`config.mk`:
```
export PLATFORM = sky130hd
export DESIGN_NAME = dnn_train_sched
export DESIGN_NICKNAME = d
export VERILOG_FILES = /design/src/rtl/dnn_train_sched.sv
export SDC_FILE = /design/constraint.sdc
export NUM_CORES = 1
export LEC_CHECK = 0
export CAP_MARGIN = 20
export CORE_UTILIZATION = 48
export DETAILED_ROUTE_END_ITERATION = 7
export HOLD_SLACK_MARGIN = 0.12
export PLACE_DENSITY = 0.8
export SLEW_MARGIN = 20
export SYNTH_ARGS = -nofsm -noshare
export SYNTH_HDL_FRONTEND = slang
export SYNTH_SLANG_ARGS = --single-unit
```
`constraint.sdc`:
```
create_clock -name cycle_clk -period 2.52 [get_ports cycle_clk]
set_clock_uncertainty 0.2 [all_clocks]
set_input_delay 0.504 -clock cycle_clk [delete_from_list [all_inputs] [get_ports cycle_clk]]
set_output_delay 0.504 -clock cycle_clk [all_outputs]
set_load 0.01 [all_outputs]
```
`src/rtl/dnn_train_sched.sv`:
```
// dnn_train_sched: training-schedule controller for the DNN datapath.
// Walks training-case indices and epochs, gates input feeding with
// start/pause, drains the result pipeline and reports per-epoch
// correct-answer counts.
// Optional build macro: SCHED_ETA_DECAY_EN enables the learning-rate
// exponent decay; without it etapos is the constant ETA_INIT.
//
// Feed handshake: feed_valid is the valid, and the DNN is always ready.
// A case counts as fed in every cycle that shows feed_valid=1 together
// with tc_idx. tc_idx moves past a case only after that case has been
// shown with feed_valid=1. While paused, tc_idx rests on the next unfed
// case with feed_valid=0.
//
// Result timing: the delay registers load from the same next-state values
// that launch tc_idx/feed_valid. The correct bit for a case is therefore
// sampled DRAIN clock edges after the edge that launched that case, and
// epoch_done is visible DRAIN cycles after the case's feed cycle.
module dnn_train_sched #(
    parameter int TC       = 12544,
    parameter int EPOCHS   = 10,
    parameter int DRAIN    = 2,
    parameter int ETA_W    = 4,
    parameter int ETA_INIT = 3,
    parameter int ETA_MAX  = 7,
    parameter int ETA_STEP = 2,
    localparam int TC_W    = (TC > 1) ? $clog2(TC) : 1,
    localparam int EP_W    = (EPOCHS > 1) ? $clog2(EPOCHS) : 1,
    localparam int CNT_W   = $clog2(TC + 1)
) (
    input  logic             cycle_clk,
    input  logic             reset,
    input  logic             start,
    input  logic             pause,
    input  logic             correct,
    output logic [TC_W-1:0]  tc_idx,
    output logic [EP_W-1:0]  epoch,
    output logic [ETA_W-1:0] etapos,
    output logic             feed_valid,
    output logic             busy,
    output logic             done,
    output logic             epoch_done,
    output logic [CNT_W-1:0] epoch_correct,
    output logic [1:0]       dbg_state
);

    localparam int DC_W = (DRAIN > 1) ? $clog2(DRAIN) : 1;
    localparam logic [TC_W-1:0] TC_LAST    = TC_W'(TC - 1);
    localparam logic [EP_W-1:0] EP_LAST    = EP_W'(EPOCHS - 1);
    localparam logic [DC_W-1:0] DRAIN_LAST = DC_W'(DRAIN - 1);

    typedef enum logic [1:0] {
        S_IDLE  = 2'd0,
        S_RUN   = 2'd1,
        S_DRAIN = 2'd2,
        S_DONE  = 2'd3
    } state_t;

    state_t           state_q, state_d;
    logic [TC_W-1:0]  tc_idx_q, tc_idx_d;
    logic [EP_W-1:0]  epoch_q, epoch_d;
    logic             feed_valid_q, feed_valid_d;
    logic             busy_q, busy_d;
    logic             done_q, done_d;
    logic             epoch_done_q, epoch_done_d;
    logic [CNT_W-1:0] epoch_correct_q, epoch_correct_d;
    logic [CNT_W-1:0] acc_q, acc_d;
    logic [DC_W-1:0]  drain_cnt_q, drain_cnt_d;
    logic [DRAIN-1:0] vld_sr_q, vld_sr_d;
    logic [DRAIN-1:0] mrk_sr_q, mrk_sr_d;
`ifdef SCHED_ETA_DECAY_EN
    logic [ETA_W-1:0] etapos_q, etapos_d;
`endif

    // Next-state, counters, result accumulation and delay-line shifting
    always_comb begin
        state_d         = state_q;
        tc_idx_d        = tc_idx_q;
        epoch_d         = epoch_q;
        feed_valid_d    = 1'b0;
        busy_d          = busy_q;
        done_d          = done_q;
        drain_cnt_d     = drain_cnt_q;
        acc_d           = acc_q;
        epoch_correct_d = epoch_correct_q;
        epoch_done_d    = 1'b0;
        vld_sr_d        = '0;
        mrk_sr_d        = '0;
`ifdef SCHED_ETA_DECAY_EN
        etapos_d        = etapos_q;
`endif

        // A delayed valid case contributes its correct bit; the epoch's
        // last case also publishes the total and restarts the count.
        if (vld_sr_q[DRAIN-1]) begin
            if (mrk_sr_q[DRAIN-1]) begin
                epoch_correct_d = acc_q + CNT_W'(correct);
                acc_d           = '0;
                epoch_done_d    = 1'b1;
            end else begin
                acc_d = acc_q + CNT_W'(correct);
            end
        end

        case (state_q)
            S_IDLE, S_DONE: begin
                if (start) begin
                    state_d      = S_RUN;
                    tc_idx_d     = '0;
                    epoch_d      = '0;
                    feed_valid_d = 1'b1;
                    busy_d       = 1'b1;
                    done_d       = 1'b0;
                    acc_d        = '0;
`ifdef SCHED_ETA_DECAY_EN
                    etapos_d     = ETA_W'(ETA_INIT);
`endif
                end
            end
            S_RUN: begin
                feed_valid_d = ~pause;
                // Advance only past a case that has actually been fed.
                if (feed_valid_q) begin
                    if (tc_idx_q == TC_LAST) begin
                        if (epoch_q == EP_LAST) begin
                            state_d      = S_DRAIN;
                            feed_valid_d = 1'b0;
                            drain_cnt_d  = '0;
                        end else begin
                            tc_idx_d = '0;
                            epoch_d  = epoch_q + EP_W'(1);
`ifdef SCHED_ETA_DECAY_EN
                            if ((((int'(epoch_q) + 1) % ETA_STEP) == 0) &&
                                (int'(etapos_q) < ETA_MAX)) begin
                                etapos_d = etapos_q + ETA_W'(1);
                            end
`endif
                        end
                    end else begin
                        tc_idx_d = tc_idx_q + TC_W'(1);
                    end
                end
            end
            S_DRAIN: begin
                if (drain_cnt_q == DRAIN_LAST) begin
                    state_d = S_DONE;
                    busy_d  = 1'b0;
                    done_d  = 1'b1;
                end else begin
                    drain_cnt_d = drain_cnt_q + DC_W'(1);
                end
            end
            default: state_d = S_IDLE;
        endcase

        // Delay lines track the case being launched this edge.
        vld_sr_d[0] = feed_valid_d;
        mrk_sr_d[0] = feed_valid_d && (tc_idx_d == TC_LAST);
        for (int i = 1; i < DRAIN; i++) begin
            vld_sr_d[i] = vld_sr_q[i-1];
            mrk_sr_d[i] = mrk_sr_q[i-1];
        end
    end

    // State register with synchronous active-low reset
    always_ff @(posedge cycle_clk) begin
        if (!reset) begin
            state_q         <= S_IDLE;
            tc_idx_q        <= '0;
            epoch_q         <= '0;
            feed_valid_q    <= 1'b0;
            busy_q          <= 1'b0;
            done_q          <= 1'b0;
            epoch_done_q    <= 1'b0;
            epoch_correct_q <= '0;
            acc_q           <= '0;
            drain_cnt_q     <= '0;
            vld_sr_q        <= '0;
            mrk_sr_q        <= '0;
`ifdef SCHED_ETA_DECAY_EN
            etapos_q        <= ETA_W'(ETA_INIT);
`endif
        end else begin
            state_q         <= state_d;
            tc_idx_q        <= tc_idx_d;
            epoch_q         <= epoch_d;
            feed_valid_q    <= feed_valid_d;
            busy_q          <= busy_d;
            done_q          <= done_d;
            epoch_done_q    <= epoch_done_d;
            epoch_correct_q <= epoch_correct_d;
            acc_q           <= acc_d;
            drain_cnt_q     <= drain_cnt_d;
            vld_sr_q        <= vld_sr_d;
            mrk_sr_q        <= mrk_sr_d;
`ifdef SCHED_ETA_DECAY_EN
            etapos_q        <= etapos_d;
`endif
        end
    end

`ifdef SCHED_ETA_DECAY_EN
    assign etapos = etapos_q;
`else
    assign etapos = ETA_W'(ETA_INIT);
`endif

    assign tc_idx        = tc_idx_q;
    assign epoch         = epoch_q;
    assign feed_valid    = feed_valid_q;
    assign busy          = busy_q;
    assign done          = done_q;
    assign epoch_done    = epoch_done_q;
    assign epoch_correct = epoch_correct_q;
    assign dbg_state     = state_q;

endmodule

```
==> results.json, run 1 <==
{
  "wire_per_inst_um": 15.46,
  "p_total_mw": 2.436,
  "hold_viol_final": 0,
  "p_leak_nw": 1.400,
  "crit_family": "simple AND/OR/NAND/NOR gates",
  "min_to": "acc_q[0]$_SDFF_PN0_",
  "slew_viol_final": 0,
  "min_period_over_period_pct": 100.5,
  "htree_levels": 2,
  "dieWidth_um": 80.60,
  "grt_pass1_wl_um": 12730,
  "status": "finished with violations",
  "wirelength_um": 7918,
  "root_buffer": "clkbuf_8",
  "max_cap_viol_count": 0,
  "tightest_slew_ns": 0.5097,
  "seq_area_frac_synth_pct": 37.81,
  "relSlewSlack_pct": 65.94,
  "clk_pin_slew_worst_paths_ns": 0.11,
  "numPortBuffers": 42,
  "power_density_mw_per_mm2": 625.5,
  "die_h_um": 80.60,
  "grt_pass1_vias": 2755,
  "row_count": 28,
  "synth.top_cell.area_share_pct": 37.81,
  "grt_usage_pct": 25.37,
  "cts_hold_buf": 0,
  "layout.cells.non_filler": 512,
  "reg2reg_depth": 8,
  "initialDrtViolationCount": 269,
  "slowest_delay_ns": 0.50,
  "place_inst": 503,
  "vias": 2973,
  "remaining_drc_errors": 0,
  "clk-insertion-delay-late_ns": 0.32,
  "path_cells": "ha_4 -> and4_4 -> nand2_1 -> or4_1 -> o21ai_1 -> a31oi_1 -> or3_1 -> nor4_2",
  "synth-async-reset-ratio_pct": 0,
  "critPathSlowestCell": "or4_1",
  "clockBufferDepth": 2,
  "hp-class": "flip-flop to flip-flop",
  "cts_buffers": 5,
  "worstPathArrival_ns": 2.57,
  "netlist_area_mm2": 0.002965,
  "nets": 449,
  "viasPerCell": 5.807,
  "reg2reg_to": "mrk_sr_q[0]$_SDFF_PN0_",
  "drive_above_1_share_pct": 19.45,
  "critical_path_class": "flip-flop to flip-flop",
  "timing.rr.start": "tc_idx[1]$_SDFF_PN0_",
  "syn_inst": 359,
  "fin_hold_ws_ns": 0.2728,
  "ys_ff_latch": 56,
  "ir_drop_mv": 0.3449,
  "synthTopCellsByArea": "dfxtp_1, nor2_1, a211oi_1",
  "place.gp.congestion": 0.9757,
  "yosys.area.top_type": "dfxtp_1",
  "utilization_pct": 65.40,
  "rsz0062_at_grt": "yes",
  "cp_num_buf_inv": 0,
  "drtAntennaViolNets": 0,
  "syn_to_final_growth_pct": 31.35,
  "gr-total-overflow": 0,
  "synthFlopType": "dfxtp_1",
  "synth-warning-count": 0,
  "required_ns": 2.55,
  "antenna_found_initial": 0,
  "antenna_cells": 0,
  "dp_hpwl_um": 5803,
  "violations": "negative setup slack",
  "clock.fmax_mhz": 394.9,
  "reg2reg_slack_ns": -0.01,
  "first_pass_iters": 6,
  "min_period_ns": 2.532,
  "start_kind": "flip-flop",
  "final-setup-viol-count": 1,
  "fill_cells": 508,
  "grt_max_degree": 27,
  "ios": 47,
  "cts_sinks": 56,
  "synth_edf_count": 0,
  "cts_tree": "done",
  "die-area_mm2": 0.006496,
  "ys_types": 61,
  "initial_core_util_pct": 49.79,
  "hold_depth": 2,
  "worstHoldStart": "acc_q[0]$_SDFF_PN0_",
  "cp-end-kind": "flip-flop",
  "fp.coreArea_mm2": 0.005956,
  "fin_ws_ns": -0.01239,
  "path_max_fanout": 4,
  "synth_area_per_cell_um2": 8.260
}
routing by layer:
layer | track usage [%] | part of all wire [%]
met2 | 44.32 | 50
met3 | 4.091 | 6.0
met4 | 11.79 | 2.4
met5 | 0 | 0
met1 | 30.07 | 41
layout make-up:
type	instances	area, um^2	share of cell area [%]
flip-flops and latches	56	1127	28.94
inverters	8	30.03	0.7710
repair buffers	89	773.2	19.85
well taps	75	93.84	2.409
multi-input cells	276	1773	45.52
clock buffers	6	82.58	2.120
clock inverters	2	15.01	0.3855
cells in the mapped netlist (all sizes together), types with 2 or more instances:
cell type  instances
nor2              59
dfxtp             56
a31o               2
inv                7
nand3              9
a21oi             19
mux2i              4
a22oi              8
or4                3
a41oi              2
nand2             21
a211oi            14
o21ai             21
and3              13
nand4              8
nor3              10
a21boi             2
clkbuf            10
nor2b              4
xor2               2
or3                2
nand2b             5
conb               2
nand3b             3
buf               10
xnor2             12
a31oi              6
o21a               4
nor4               7
a21o               2
ha                 8
and2               8
how the worst max path moves through the flow:
stage,start,endpoint,cells past startpoint
floorplan,tc_idx[0]$_SDFF_PN0_,mrk_sr_q[0]$_SDFF_PN0_,8
finish,tc_idx[1]$_SDFF_PN0_,mrk_sr_q[0]$_SDFF_PN0_,8
global placement,correct,epoch_correct[10]$_SDFFE_PN0P_,9
global route,dbg_state[0]$_SDFFE_PN0P_,mrk_sr_q[0]$_SDFF_PN0_,9
detailed placement,correct,epoch_correct[10]$_SDFFE_PN0P_,9
CTS,tc_idx[0]$_SDFF_PN0_,mrk_sr_q[0]$_SDFF_PN0_,8
placed cells by master, fill, tap and decap left out, drive strengths merged, types with 2 or more instances in the layout:
cell | Yosys | final
nor2 | 59 | 59
dfxtp | 56 | 56
buf | 10 | 47
clkdlybuf4s50 | 0 | 42
nand2 | 21 | 21
o21ai | 21 | 21
a21oi | 19 | 19
a211oi | 14 | 14
and3 | 13 | 13
xnor2 | 12 | 12
nor3 | 10 | 10
nand3 | 9 | 9
and2 | 8 | 8
a22oi | 8 | 8
nand4 | 8 | 8
ha | 8 | 8
inv | 7 | 7
nor4 | 7 | 7
a31oi | 6 | 6
clkbuf | 10 | 6
nand2b | 5 | 5
mux2i | 4 | 4
o21a | 4 | 4
conb | 2 | 4
nor2b | 4 | 4
nand3b | 3 | 3
or4 | 3 | 3
a41oi | 2 | 2
a21o | 2 | 2
xor2 | 2 | 2
clkinvlp | 0 | 2
or3 | 2 | 2
a31o | 2 | 2
a21boi | 2 | 2
sequential cells by signal (all words and copies together), names as in the netlist:
signal / count
tc_idx: 14
drain_cnt_q: 1
mrk_sr_q: 2
busy: 1
epoch_correct: 14
vld_sr_q: 2
done: 1
acc_q: 14
epoch_done: 1
dbg_state: 2
epoch: 4
timing repair:
item	in CTS	in global routing
pin swaps	0	9
gates cloned	0	0
setup endpoints to repair	1	8
resized for setup	2	20
setup buffers	0	1
tightest hold or removal path: stages (launching register included):
cell and delay [ns]:
dfxtp_1 0.32, nand2_1 0.06, a21oi_1 0.05
cell families (layout without fill, tap and decap cells):
family	Yosys count	in the layout	share of synthesized area, %
adder cells (fa/ha/maj)	8	8	3.376
other	2	4	0.2533
AO/OA/AOI/OAI	88	88	19.37
multiplexers	4	4	1.350
flip-flops	56	56	37.81
XOR/XNOR	14	14	4.135
buffers and inverters	29	105	5.485
AND/OR/NAND/NOR	158	158	28.23
report_power, final:
group / internal [mW] / leakage, nW / total (mW) / switching [mW]
Combinational: 0.436 / 0.903 / 0.931 / 0.495
Clock: 0.224 / 0.0434 / 0.538 / 0.314
Sequential: 0.930 / 0.454 / 0.967 / 0.0376
per-stage QoR:
step	worst slack (ns)	cell area (um^2)	setup TNS, ns
2_1_floorplan	0.001159	2973	0
3_3_place_gp	-0.2349	3700	-1.926
3_5_place_dp	-0.2438	3700	-2.348
4_1_cts	0.007245	3805	0
5_1_grt	-0.05655	3895	-0.05655
6_report	-0.01239	3895	-0.01239
(Power assumes the default switching activity.)
==> run 2, diff against run 1 <==
--- a/config.mk
+++ b/config.mk
@@ -5,9 +5,11 @@
 export SDC_FILE = /design/constraint.sdc
 export NUM_CORES = 1
 export LEC_CHECK = 0
+export ABC_AREA = 0
 export CAP_MARGIN = 20
 export CORE_UTILIZATION = 48
 export DETAILED_ROUTE_END_ITERATION = 7
+export GPL_TIMING_DRIVEN = 0
 export HOLD_SLACK_MARGIN = 0.12
 export PLACE_DENSITY = 0.8
 export SLEW_MARGIN = 20
==> run 2 against run 1 <==
  * The flow still finishes with violations (negative setup slack)
  * Clock-buffer cell count grew 2
  * Fmax shrank 0.15%
  * Final cell count is 3.1% lower
  * Critical path depth increased by 2
  * First-iteration DRC count decreased by 6.3%
  * Final area down 2.7%
  * Register-to-register slack hardly changed
==> results.json, run 2 (synthesis results as in run 1) <==
{
  "min_period_over_period_pct": 100.6,
  "required_ns": 2.54,
  "final-setup-viol-count": 1,
  "critical_path_class": "flip-flop to flip-flop",
  "first_pass_iters": 5,
  "reg2reg_slack_ns": -0.02,
  "hp-class": "flip-flop to flip-flop",
  "mostFrequentLayoutCells": "nor2_1, dfxtp_1, clkdlybuf4s50_1",
  "final_common_cell": "nor2_1",
  "clock.fmax_mhz": 394.3,
  "path_max_fanout": 4,
  "status": "finished with violations",
  "power_density_mw_per_mm2": 610.7,
  "syn_to_final_growth_pct": 27.76,
  "remaining_drc_errors": 0,
  "rsz0062_at_grt": "yes",
  "clk_pin_slew_worst_paths_ns": 0.10,
  "root_buffer": "clkbuf_8",
  "place.gp.congestion": 0.9346,
  "antenna_cells": 0,
  "row_count": 28,
  "grt_pass1_wl_um": 12830,
  "timing.rr.start": "dbg_state[0]$_SDFFE_PN0P_",
  "dieWidth_um": 80.60,
  "antenna_found_initial": 0,
  "final_area_mm2": 0.003789,
  "fin_hold_ws_ns": 0.2471,
  "critPathSlowestCell": "or4_1",
  "clk-insertion-delay-late_ns": 0.30,
  "cts_buffers": 5,
  "violations": "negative setup slack",
  "drive_above_1_share_pct": 14.49,
  "worstPathArrival_ns": 2.55,
  "dp_hpwl_um": 5565,
  "cts_sinks": 56,
  "wirelength_um": 8162,
  "cts_hold_buf": 0,
  "cp-startpoint": "dbg_state[0]$_SDFFE_PN0P_",
  "max_cap_viol_count": 0,
  "wire_per_inst_um": 16.46,
  "fin_ws_ns": -0.01621,
  "vias": 2959,
  "initial_core_util_pct": 49.79,
  "reg2reg_depth": 10,
  "p_leak_nw": 1.318,
  "path_cells": "inv_1 -> ha_1 -> buf_6 -> nor2b_4 -> nand2_4 -> or4_1 -> o21ai_1 -> a31oi_1 -> or3_1 -> nor4_2",
  "met2_usage_pct": 46.27,
  "drtAntennaViolNets": 0,
  "grt_pass1_vias": 2818,
  "min_period_ns": 2.536,
  "place_area_mm2": 0.003487,
  "grt_max_degree": 16,
  "fp.coreArea_mm2": 0.005956,
  "htree_levels": 2,
  "cp-end-kind": "flip-flop",
  "slew_viol_final": 0,
  "fin_setup_tns_ns": -0.01621,
  "gr-total-overflow": 0,
  "clockBufferDepth": 2,
  "die_h_um": 80.60,
  "numPortBuffers": 42,
  "place_ws_ns": -0.5391,
  "initialDrtViolationCount": 252,
  "grt_usage_pct": 25.38,
  "start_kind": "flip-flop",
  "cts_tree": "done",
  "use_met3_pct": 3.636,
  "nets": 433,
  "slowest_delay_ns": 0.47,
  "viasPerCell": 5.966,
  "die-area_mm2": 0.006496,
  "hold_viol_final": 0,
  "ir_drop_mv": 0.4068,
  "use_met1_pct": 29.44,
  "busiest_layer": "met2",
  "ios": 47,
  "endpoint": "mrk_sr_q[0]$_SDFF_PN0_",
  "fill_cells": 538,
  "reg2reg_to": "mrk_sr_q[0]$_SDFF_PN0_"
}
run 2: where the power goes:
part	total [mW]	switching [mW]	internal (mW)
Sequential	0.976	0.0480	0.928
Combinational	0.819	0.492	0.327
Clock	0.520	0.294	0.226
Total	2.31	0.834	1.48
run 2: cell type report:
type / count / area (um^2) / area share, %
timing repair buffer: 53 / 505.5 / 13.34
clock buffer: 8 / 90.09 / 2.378
tap: 75 / 93.84 / 2.477
buffer: 20 / 121.4 / 3.203
sequential: 56 / 1130 / 29.82
multi-input combinational: 276 / 1818 / 47.99
inverter: 8 / 30.03 / 0.7926
run 2: repair_timing:
| action | in CTS | in global routing |
|---|---|---|
| endpoints found under the setup margin | 15 | 11 |
| buffers inserted | 5 | 6 |
| pin swaps | 3 | 4 |
| resized for setup | 23 | 11 |
run 2: worst max-delay path, delay by kind of cell (launching register included):
family	cells	cell delay [ns]
AO/OA/AOI/OAI	2	0.20
adder cells (fa/ha/maj)	1	0.19
flip-flops	1	0.35
AND/OR/NAND/NOR	5	1.32
buffers and inverters	2	0.17
run 2: metal layers:
layer	vias up	routed length (um)
li1	1406	-
met4	0	161
met3	20	497
met2	135	4157
met1	1398	3345
met5	-	0
run 2: worst min path at each step:
| stage | startpoint | to | slack [ns] | cells past startpoint |
|---|---|---|---|---|
| 2_1_floorplan | mrk_sr_q[0]$_SDFF_PN0_ | mrk_sr_q[1]$_SDFF_PN0_ | 0.21 | 1 |
| 3_3_place_gp | mrk_sr_q[0]$_SDFF_PN0_ | mrk_sr_q[1]$_SDFF_PN0_ | 0.23 | 1 |
| 3_5_place_dp | mrk_sr_q[0]$_SDFF_PN0_ | mrk_sr_q[1]$_SDFF_PN0_ | 0.23 | 1 |
| 4_1_cts | mrk_sr_q[0]$_SDFF_PN0_ | mrk_sr_q[1]$_SDFF_PN0_ | 0.25 | 1 |
| 5_1_grt | mrk_sr_q[0]$_SDFF_PN0_ | mrk_sr_q[1]$_SDFF_PN0_ | 0.29 | 1 |
| 6_report | mrk_sr_q[0]$_SDFF_PN0_ | mrk_sr_q[1]$_SDFF_PN0_ | 0.25 | 1 |
run 2: through the flow:
stage,power (mW),instances,utilization (%)
after global routing,2.438,496,63.61
after CTS,2.254,490,62.00
final,2.314,496,63.61
after floorplan,1.466,361,-
after global placement,1.684,478,58.55
after detailed placement,1.692,478,58.55
